### config.mk
export PLATFORM = sky130hd
export DESIGN_NAME = sysarr_int_mul
export DESIGN_NICKNAME = d
export VERILOG_FILES = /design/src/rtl/sysarr_int_mul.sv
export SDC_FILE = /design/constraint.sdc
export NUM_CORES = 1
export LEC_CHECK = 0
export ABC_AREA = 1
export CAP_MARGIN = 20
export CORE_MARGIN = 8
export CORE_UTILIZATION = 40
export DETAILED_ROUTE_END_ITERATION = 16
export GPL_TIMING_DRIVEN = 0
export PLACE_DENSITY = 0.67
export SYNTH_ARGS = -nofsm -noshare
export SYNTH_HDL_FRONTEND = slang
export SYNTH_SLANG_ARGS = --single-unit
### constraint.sdc
create_clock -name clk -period 3.7 [get_ports clk]
set_input_delay 0.555 -clock clk [delete_from_list [all_inputs] [get_ports clk]]
set_output_delay 0.555 -clock clk [all_outputs]
set_load 0.01 [all_outputs]
### src/rtl/sysarr_int_mul.sv
// Sequential signed multiplier for a systolic-array PE: one multiplier bit per cycle,
// result handed to the PE adder through a valid/ready handshake with an overflow flag.
module sysarr_int_mul #(
    parameter int DW = 16,
    parameter int CW = $clog2(DW + 1)
) (
    input  logic          clk,
    input  logic          nRST,
    input  logic          in_valid,
    output logic          in_ready,
    input  logic [DW-1:0] in_a,
    input  logic [DW-1:0] in_b,
    output logic          out_valid,
    input  logic          out_ready,
    output logic [DW-1:0] out_prod,
    output logic          out_ovf
);

    localparam int PW = 2 * DW;
    localparam logic [CW-1:0] LastBit = CW'(DW - 1);
    localparam logic [CW-1:0] DoneCnt = CW'(DW);

    typedef enum logic [1:0] {
        StIdle,
        StBusy,
        StDone
    } state_e;

    state_e        state_q, state_d;
    logic [CW-1:0] cnt_q, cnt_d;
    logic [PW-1:0] mcand_q, mcand_d;
    logic [DW-1:0] mplier_q, mplier_d;
    logic [PW-1:0] acc_q, acc_d;
    logic [DW-1:0] prod_q, prod_d;
    logic          ovf_q, ovf_d;
    logic [PW-1:0] addend;

    always_comb begin
        state_d  = state_q;
        cnt_d    = cnt_q;
        mcand_d  = mcand_q;
        mplier_d = mplier_q;
        acc_d    = acc_q;
        prod_d   = prod_q;
        ovf_d    = ovf_q;
        addend   = '0;

        unique case (state_q)
            StIdle: begin
                if (in_valid) begin
                    mcand_d  = {{DW{in_a[DW-1]}}, in_a};
                    mplier_d = in_b;
                    acc_d    = '0;
                    cnt_d    = '0;
                    state_d  = StBusy;
                end
            end
            StBusy: begin
                if (cnt_q == DoneCnt) begin
                    prod_d  = acc_q[DW-1:0];
                    // Exact product fits in PW bits, so overflow is just a bad sign extension.
                    ovf_d   = acc_q[PW-1:DW] != {DW{acc_q[DW-1]}};
                    state_d = StDone;
                end else begin
                    // The top multiplier bit carries negative weight in two's complement.
                    if (mplier_q[0]) begin
                        addend = (cnt_q == LastBit) ? ({PW{1'b0}} - mcand_q) : mcand_q;
                    end
                    acc_d    = acc_q + addend;
                    mcand_d  = mcand_q << 1;
                    mplier_d = mplier_q >> 1;
                    cnt_d    = cnt_q + CW'(1);
                end
            end
            StDone: begin
                if (out_ready) begin
                    state_d = StIdle;
                end
            end
            default: begin
                state_d = StIdle;
            end
        endcase
    end

    always_ff @(posedge clk or negedge nRST) begin
        if (!nRST) begin
            state_q  <= StIdle;
            cnt_q    <= '0;
            mcand_q  <= '0;
            mplier_q <= '0;
            acc_q    <= '0;
            prod_q   <= '0;
            ovf_q    <= 1'b0;
        end else begin
            state_q  <= state_d;
            cnt_q    <= cnt_d;
            mcand_q  <= mcand_d;
            mplier_q <= mplier_d;
            acc_q    <= acc_d;
            prod_q   <= prod_d;
            ovf_q    <= ovf_d;
        end
    end

    assign in_ready  = (state_q == StIdle);
    assign out_valid = (state_q == StDone);
    assign out_prod  = prod_q;
    assign out_ovf   = ovf_q;

endmodule

==> results of run 1 <==
## layout by cell type (no fill, tap or decap), drive strengths merged, types with 22 or more instances in the layout
cell type | synthesis | final
o211ai | 22 | 22
a21oi | 82 | 82
dfrtp | 104 | 104
ha | 35 | 35
inv | 96 | 97
clkdlybuf4s50 | 0 | 53
nand3 | 39 | 39
o21ai | 107 | 107
nor2 | 100 | 100
nand2 | 282 | 282
clkbuf | 13 | 22
## worst max-delay path: stages, from the launching register on
cell and delay [ns]:
dfrtp_1 0.43, ha_1 0.23, nand2_1 0.08, nor2_1 0.05
ha_2 0.20, inv_1 0.19, buf_2 0.29, o21ai_0 0.15
a21oi_2 0.23, ha_1 0.28, nand3_1 0.11, nand3_2 0.11
nand2_1 0.08, nand3_1 0.15, nand2_1 0.10, nand2_1 0.12
nand2_1 0.09, nand2_1 0.11, inv_1 0.08, nand2_1 0.05
nand3_1 0.06, nand2_1 0.06
## cell type report
| class | instances | area (µm²) | area share [%] |
|---|---|---|---|
| multi-input cells | 762 | 4040 | 48.8 |
| flip-flops and latches | 104 | 2600 | 31.4 |
| repair buffers | 55 | 566 | 6.83 |
| inverters | 97 | 364 | 4.40 |
| well taps | 225 | 282 | 3.40 |
| clock buffers | 10 | 229 | 2.77 |
| plain buffers | 30 | 140 | 1.69 |
| clock inverters | 6 | 55.1 | 0.665 |
## registers in the layout (all words and copies together) (netlist names)
| register | count |
|---|---|
| cnt_q | 5 |
| mplier_q | 16 |
| state_q | 2 |
| out_ovf | 1 |
| out_prod | 16 |
| mcand_q | 32 |
| acc_q | 32 |
## power by group through the flow
stage	clock network [W]	registers (W)	logic, W
CTS	0.000966	0.00212	0.00458
global route	0.00100	0.00220	0.00522
floorplan	0	0.00207	0.00331
detailed placement	0	0.00214	0.00455
global placement	0	0.00213	0.00450
finish	0.000945	0.00212	0.00462
## cells by family (layout without fill, tap and decap cells)
family	after synthesis	count (layout)	synth area share, %
AO/OA/AOI/OAI	260	260	21.4
AND/OR/NAND/NOR	459	459	27.7
XOR/XNOR	7	7	0.862
flip-flops	104	104	36.6
buffers and inverters	127	198	7.02
adder cells (fa/ha/maj)	36	36	6.44
## metrics by stage
stage               area (µm²)  setup WS (ns)  cells
floorplan                 7110          0.793    993
global placement          7940          -2.05   1272
detailed placement        7960        0.00248   1273
CTS                       8250          0.136   1289
global route              8280        0.00636   1289
finish                    8280          0.335   1289
## routing by layer
| layer | GRT usage (%) | up-vias |
|---|---|---|
| met5 | 0 | - |
| met4 | 5.81 | 0 |
| met1 | 25.0 | 3173 |
| met2 | 29.8 | 148 |
| met3 | 4.61 | 18 |
| li1 | - | 3490 |
## repair_timing
item                                    in CTS  in global routing
gates resized for setup                      1                 12
endpoints found under the setup margin       2                 16
hold endpoints to repair                     0                  0
## path summary, 6_finish.rpt
| kind | slack (ns) | endpoint | cells past startpoint |
|---|---|---|---|
| worst max register to register | 0.34 | acc_q[31]$_DFFE_PN0P_ | 21 |
| worst min-delay path | 0.16 | out_prod[6]$_DFFE_PN0P_ | 1 |
| min in group clk | 0.47 | out_prod[9]$_DFFE_PN0P_ | 2 |
| worst min register to register | 0.47 | out_prod[9]$_DFFE_PN0P_ | 2 |
| worst max-delay path | 0.34 | acc_q[31]$_DFFE_PN0P_ | 21 |
| max in group asynchronous | 2.82 | mcand_q[22]$_DFFE_PN0P_ | 2 |
==> results by group, run 1 <==
STA
  • Max-slew headroom: 55.6%
  • Final hold vios: 0
  • Final critical-path required period: 3.36 ns
  • Unrepaired setup endpoints after global routing: false
  • Final period utilization: 90.9%
  • Setup violations, final: 0
  • Worst-margin pin slew: 0.667 ns
  • Setup TNS: 0 ns
  • Worst Skew: 0.0115 ns
  • Hold Worst Slack: 0.160 ns
  • Max Slew Vio Count: 0
  • F_max: 297 MHz

Clock network
  • Root buf cell: clkbuf_16
  • CTS H-tree lvls: 3
  • Longest Clk Path Bufs: 2
  • CTS Sinks: 104
  • CTS buffer count: 9
  • Hold buffer count at cts: 0
  • CTS tree: done
  • Clk_lat worst skew: 0.37 ns
  • Setup bufs post-CTS: 0
  • CTS clock-pin slew for the worst setup and hold paths: 0.08 ns

Pwr
  • Clk pwr share: 12.3%
  • Sequential Power Share: 27.6%
  • Worst VDD drop: 0.000384 V
  • Switch Pwr: 0.00388 W
  • Total chip power: 0.00769 W
  • Pwr/cell area: 929 nW/µm²
  • Sw Share: 50.5%
  • Pint: 0.00381 W
  • Gate power share: 60.1%
  • Leak: 3.90 nW

Routing
  • Routed length per placed instance: 15.9 µm
  • Met3 routed WL: 983 µm
  • Top sig layer: met4
  • Routed WL: 20400 µm
  • First-iteration detailed-routing DRC count: 486
  • Post-route ant nets: 0
  • M1 wire length: 9880 µm
  • First-pass detailed-route iteration total: 5
  • Residual DRC: 0
  • Via-to-Cell Ratio: 5.30
  • DR WL met2: 9340 µm
  • Via count: 6829

Synthesis
  • Area contributors post-synth: dfrtp_1 (37%), nand2_1 (15%), ha_1 (6.2%)
  • Synth Warn #: 0
  • Yosys cell types: 47
  • Top cell type's share of synthesized area: 36.6%
  • Post-synth EDFFs: 0
  • Seq cells post-synth: 104
  • Most frequent cell after synthesis: nand2_1
  • Mapped Area: 7110 µm²
  • Top FF cell, synth: dfrtp_1
  • Syn_nets: 1065
  • Cell taking the most area after synthesis: dfrtp_1
  • Post-synth top cells: nand2_1 (276), dfrtp_1 (104), nor2_1 (92)
  • Cells after Synth: 993
  • Register area share after synthesis: 36.6%
  • Syn Area/Cell: 7.16 µm²
  • Asr flop ratio synth: 100%

Floorplanning
  • Die Width: 149 µm
  • Site row count: 48
  • Starting Density: 41.0%
  • Area of the die: 22300 µm²
  • IO Pins: 55
  • Die Height: 149 µm
  • Core box area: 17400 µm²

Setup path
  • Max FO, Critical Path: 10
  • Endpoint type of the worst setup path: flop
  • CP startpoint kind: flop
  • Worst path required time: 3.97 ns
  • Setup crit start: cnt_q[0]$_DFFE_PN0P_
  • R2r startpoint: cnt_q[0]$_DFFE_PN0P_
  • Kind of critical path: flop to flop
  • Worst EP arrival: 3.63 ns

Finish
  • Layout net count: 1131
  • Area delta synth->final: 16.4%
  • Post-route core utilization: 47.7%
  • Number of fill cells: 1764
  • ANT cells: 0
  • Share of cells above drive strength 1: 7.42%

Min path
  • Worst hold-check path type: input pin to async pin

GRT
  • Number of global-route vias before repair: 6593
  • Total grt overflow: 0
  • Initial antenna violation count: 0
  • Largest net degree at the start of global routing: 70
  • GRT Util Overall: 18.9%
  • Global-route wire length before repair: 33300 µm

Outcome
  • Status: finished clean

Placed design
  • Post-DP HPWL: 16200 µm
  • RePlAce Congestion: 0.923
  • Port Buf Inserts: 54

Run
  • Max Cap Viol: 0
No activity file was read; power rests on OpenSTA's default activity.
==> run 2: changes to the inputs <==
--- a/config.mk
+++ b/config.mk
@@ -9,6 +9,7 @@
 export CAP_MARGIN = 20
 export CORE_MARGIN = 8
 export CORE_UTILIZATION = 40
+export CTS_CLUSTER_SIZE = 40
 export DETAILED_ROUTE_END_ITERATION = 16
 export GPL_TIMING_DRIVEN = 0
 export PLACE_DENSITY = 0.67
==> results of run 2 <==
Final layout, timing and power as in run 1 (identical DEF).
==> run 3: changes to the inputs <==
--- a/config.mk
+++ b/config.mk
@@ -13,6 +13,7 @@
 export DETAILED_ROUTE_END_ITERATION = 16
 export GPL_TIMING_DRIVEN = 0
 export PLACE_DENSITY = 0.67
+export SLEW_MARGIN = 20
 export SYNTH_ARGS = -nofsm -noshare
 export SYNTH_HDL_FRONTEND = slang
 export SYNTH_SLANG_ARGS = --single-unit
==> run 3 against run 2 <==
Compared with the run above:
- global-route usage hardly changed
- first-iteration DRC count is 2.5% higher
- combinational power about the same
- critical path depth shrank 3
- clock-buffer cell count unchanged
- maximum frequency fell by 2.7%
- non-clock buffer count stayed put
- final area increased by 0.21%
- register-to-register slack worse by 0.09 ns
- final cell count stayed put
- die area is the same
==> results by group, run 3 (same netlist as run 1, synthesis figures left out) <==
Min path
  • Worst hold-check path type: input pin to async pin

Pwr
  • Clk pwr share: 12.5%
  • Sw Share: 50.4%
  • Total chip power: 0.00771 W
  • Worst VDD drop: 0.000401 V
  • Pwr/cell area: 930 nW/µm²
  • Switch Pwr: 0.00388 W
  • Pint: 0.00383 W
  • Gate power share: 60.0%
  • Sequential Power Share: 27.6%
  • Leak: 3.90 nW

STA
  • Max Slew Vio Count: 0
  • Worst-margin pin slew: 0.688 ns
  • Setup violations, final: 0
  • F_max: 289 MHz
  • Worst Skew: 0.0113 ns
  • Final hold vios: 0
  • Final period utilization: 93.5%
  • Final critical-path required period: 3.46 ns
  • Max-slew headroom: 54.1%
  • Unrepaired setup endpoints after global routing: false

Routing
  • First-iteration detailed-routing DRC count: 498
  • Via-to-Cell Ratio: 5.34
  • Post-route ant nets: 0
  • Routed WL: 20400 µm
  • DR WL met2: 9340 µm
  • Residual DRC: 0
  • First-pass detailed-route iteration total: 5
  • M1 wire length: 9650 µm
  • Top sig layer: met4
  • Met3 routed WL: 1100 µm
  • Via count: 6880
  • Routed length per placed instance: 15.9 µm

GRT
  • Largest net degree at the start of global routing: 75
  • Number of global-route vias before repair: 6528
  • Global-route wire length before repair: 33300 µm
  • Total grt overflow: 0
  • Initial antenna violation count: 0
  • GRT Util Overall: 18.9%

Finish
  • Share of cells above drive strength 1: 7.61%
  • Final cell count without fillers: 1289
  • Layout net count: 1131
  • Top Registers: acc_q x32, mcand_q x32
  • ANT cells: 0
  • Most frequent cells in the layout: nand2_1 (276), dfrtp_1 (104), nor2_1 (92)
  • Commonest non-fill, non-tap cell in the layout: nand2_1
  • Multi-input gate area: 4040 µm²
  • Area delta synth->final: 16.6%
  • Reg area: 2600 µm²
  • Number of fill cells: 1750

Setup path
  • Endpoint type of the worst setup path: flop
  • R2r setup slk: 0.24 ns
  • Kind of critical path: flop to flop
  • Worst reg2reg path depth: 18
  • Max FO, Critical Path: 10
  • Worst path required time: 4.00 ns
  • CP startpoint kind: flop
  • Worst EP arrival: 3.76 ns
  • R2r startpoint: cnt_q[0]$_DFFE_PN0P_
  • RR Endpoint: acc_q[23]$_DFFE_PN0P_

Placed design
  • Placed cell count: 1273
  • Post-DP HPWL: 16200 µm
  • RePlAce Congestion: 0.923
  • Port Buf Inserts: 54

Clock network
  • CTS H-tree lvls: 3
  • CTS tree: done
  • CTS Sinks: 104
  • CTS clock-pin slew for the worst setup and hold paths: 0.08 ns
  • Longest Clk Path Bufs: 2
  • CTS buffer count: 9
  • Hold buffer count at cts: 0
  • Clk_lat worst skew: 0.37 ns
  • Root buf cell: clkbuf_16

Floorplanning
  • Die Width: 149 µm
  • Die Height: 149 µm
  • IO Pins: 55
  • Site row count: 48
  • Core box area: 17400 µm²
  • Starting Density: 41.0%
  • Area of the die: 22300 µm²

Outcome
  • Status: finished clean

Run
  • Max Cap Viol: 0
-- run 3: routing by layer --
metal | GRT usage [%] | vias to the layer above
met2 | 30.0 | 170
met3 | 3.55 | 25
met5 | 0 | -
met1 | 25.5 | 3192
li1 | - | 3493
met4 | 5.55 | 0
-- run 3: how the worst max path moves through the flow --
stage | cells after the start | end | slack [ns] | from
5_1_grt | 17 | acc_q[27]$_DFFE_PN0P_ | 0.04 | cnt_q[0]$_DFFE_PN0P_
3_5_place_dp | 18 | acc_q[25]$_DFFE_PN0P_ | -0.01 | cnt_q[0]$_DFFE_PN0P_
2_1_floorplan | 19 | acc_q[27]$_DFFE_PN0P_ | 0.79 | cnt_q[0]$_DFFE_PN0P_
4_1_cts | 18 | acc_q[25]$_DFFE_PN0P_ | 0.12 | cnt_q[0]$_DFFE_PN0P_
6_report | 18 | acc_q[23]$_DFFE_PN0P_ | 0.24 | cnt_q[0]$_DFFE_PN0P_
3_3_place_gp | 1 | mcand_q[26]$_DFFE_PN0P_ | -2.05 | nRST
-- run 3: final cells by class --
cell class,instances,share of cell area (%)
Inverter,97,4.39
Buffer,30,1.72
Clock buffer,10,2.88
Tap cell,225,3.39
Clock inverter,6,0.649
Multi-Input combinational cell,762,48.7
Timing Repair Buffer,55,6.86
Sequential cell,104,31.4
-- run 3: power by group through the flow --
stage / combinational, W / clock [W] / sequential, W
after floorplan: 0.00331 / 0 / 0.00207
after global placement: 0.00450 / 0 / 0.00213
after detailed placement: 0.00455 / 0 / 0.00214
after CTS: 0.00457 / 0.000987 / 0.00212
after global routing: 0.00522 / 0.00101 / 0.00220
final: 0.00463 / 0.000961 / 0.00213
-- run 3: per-stage QoR --
stage,setup TNS [ns],area [µm²],util (%),hold WS [ns],setup WS (ns)
3_3_place_gp,-211.51,7940,45.7,0.452,-2.05
6_report,0,8300,47.8,0.0674,0.241
4_1_cts,0,8260,47.6,0.0744,0.121
2_1_floorplan,0,7110,-,0.259,0.793
3_5_place_dp,-0.0135,7960,45.9,0.457,-0.0102
5_1_grt,0,8300,47.8,0.0892,0.0354
-- run 3: critical path, stage by stage, from the launching register on --
cell      delay, ns
dfrtp_1        0.42
ha_1           0.22
nand2_1        0.08
nor2_1         0.05
ha_2           0.20
inv_1          0.20
clkbuf_4       0.27
nor3_1         0.07
nor3_1         0.37
ha_1           0.36
a21oi_1        0.22
nand3_1        0.20
nand2_1        0.10
nand2_1        0.12
nand2_1        0.08
nand3_1        0.13
nand2_1        0.10
nand2_1        0.05
o21ai_1        0.12
-- run 3: repair_timing --
item | 4_1_cts | 5_1_grt
setup buffers | 0 | 0
setup endpoints to repair | 2 | 19
gates resized for setup | 1 | 14
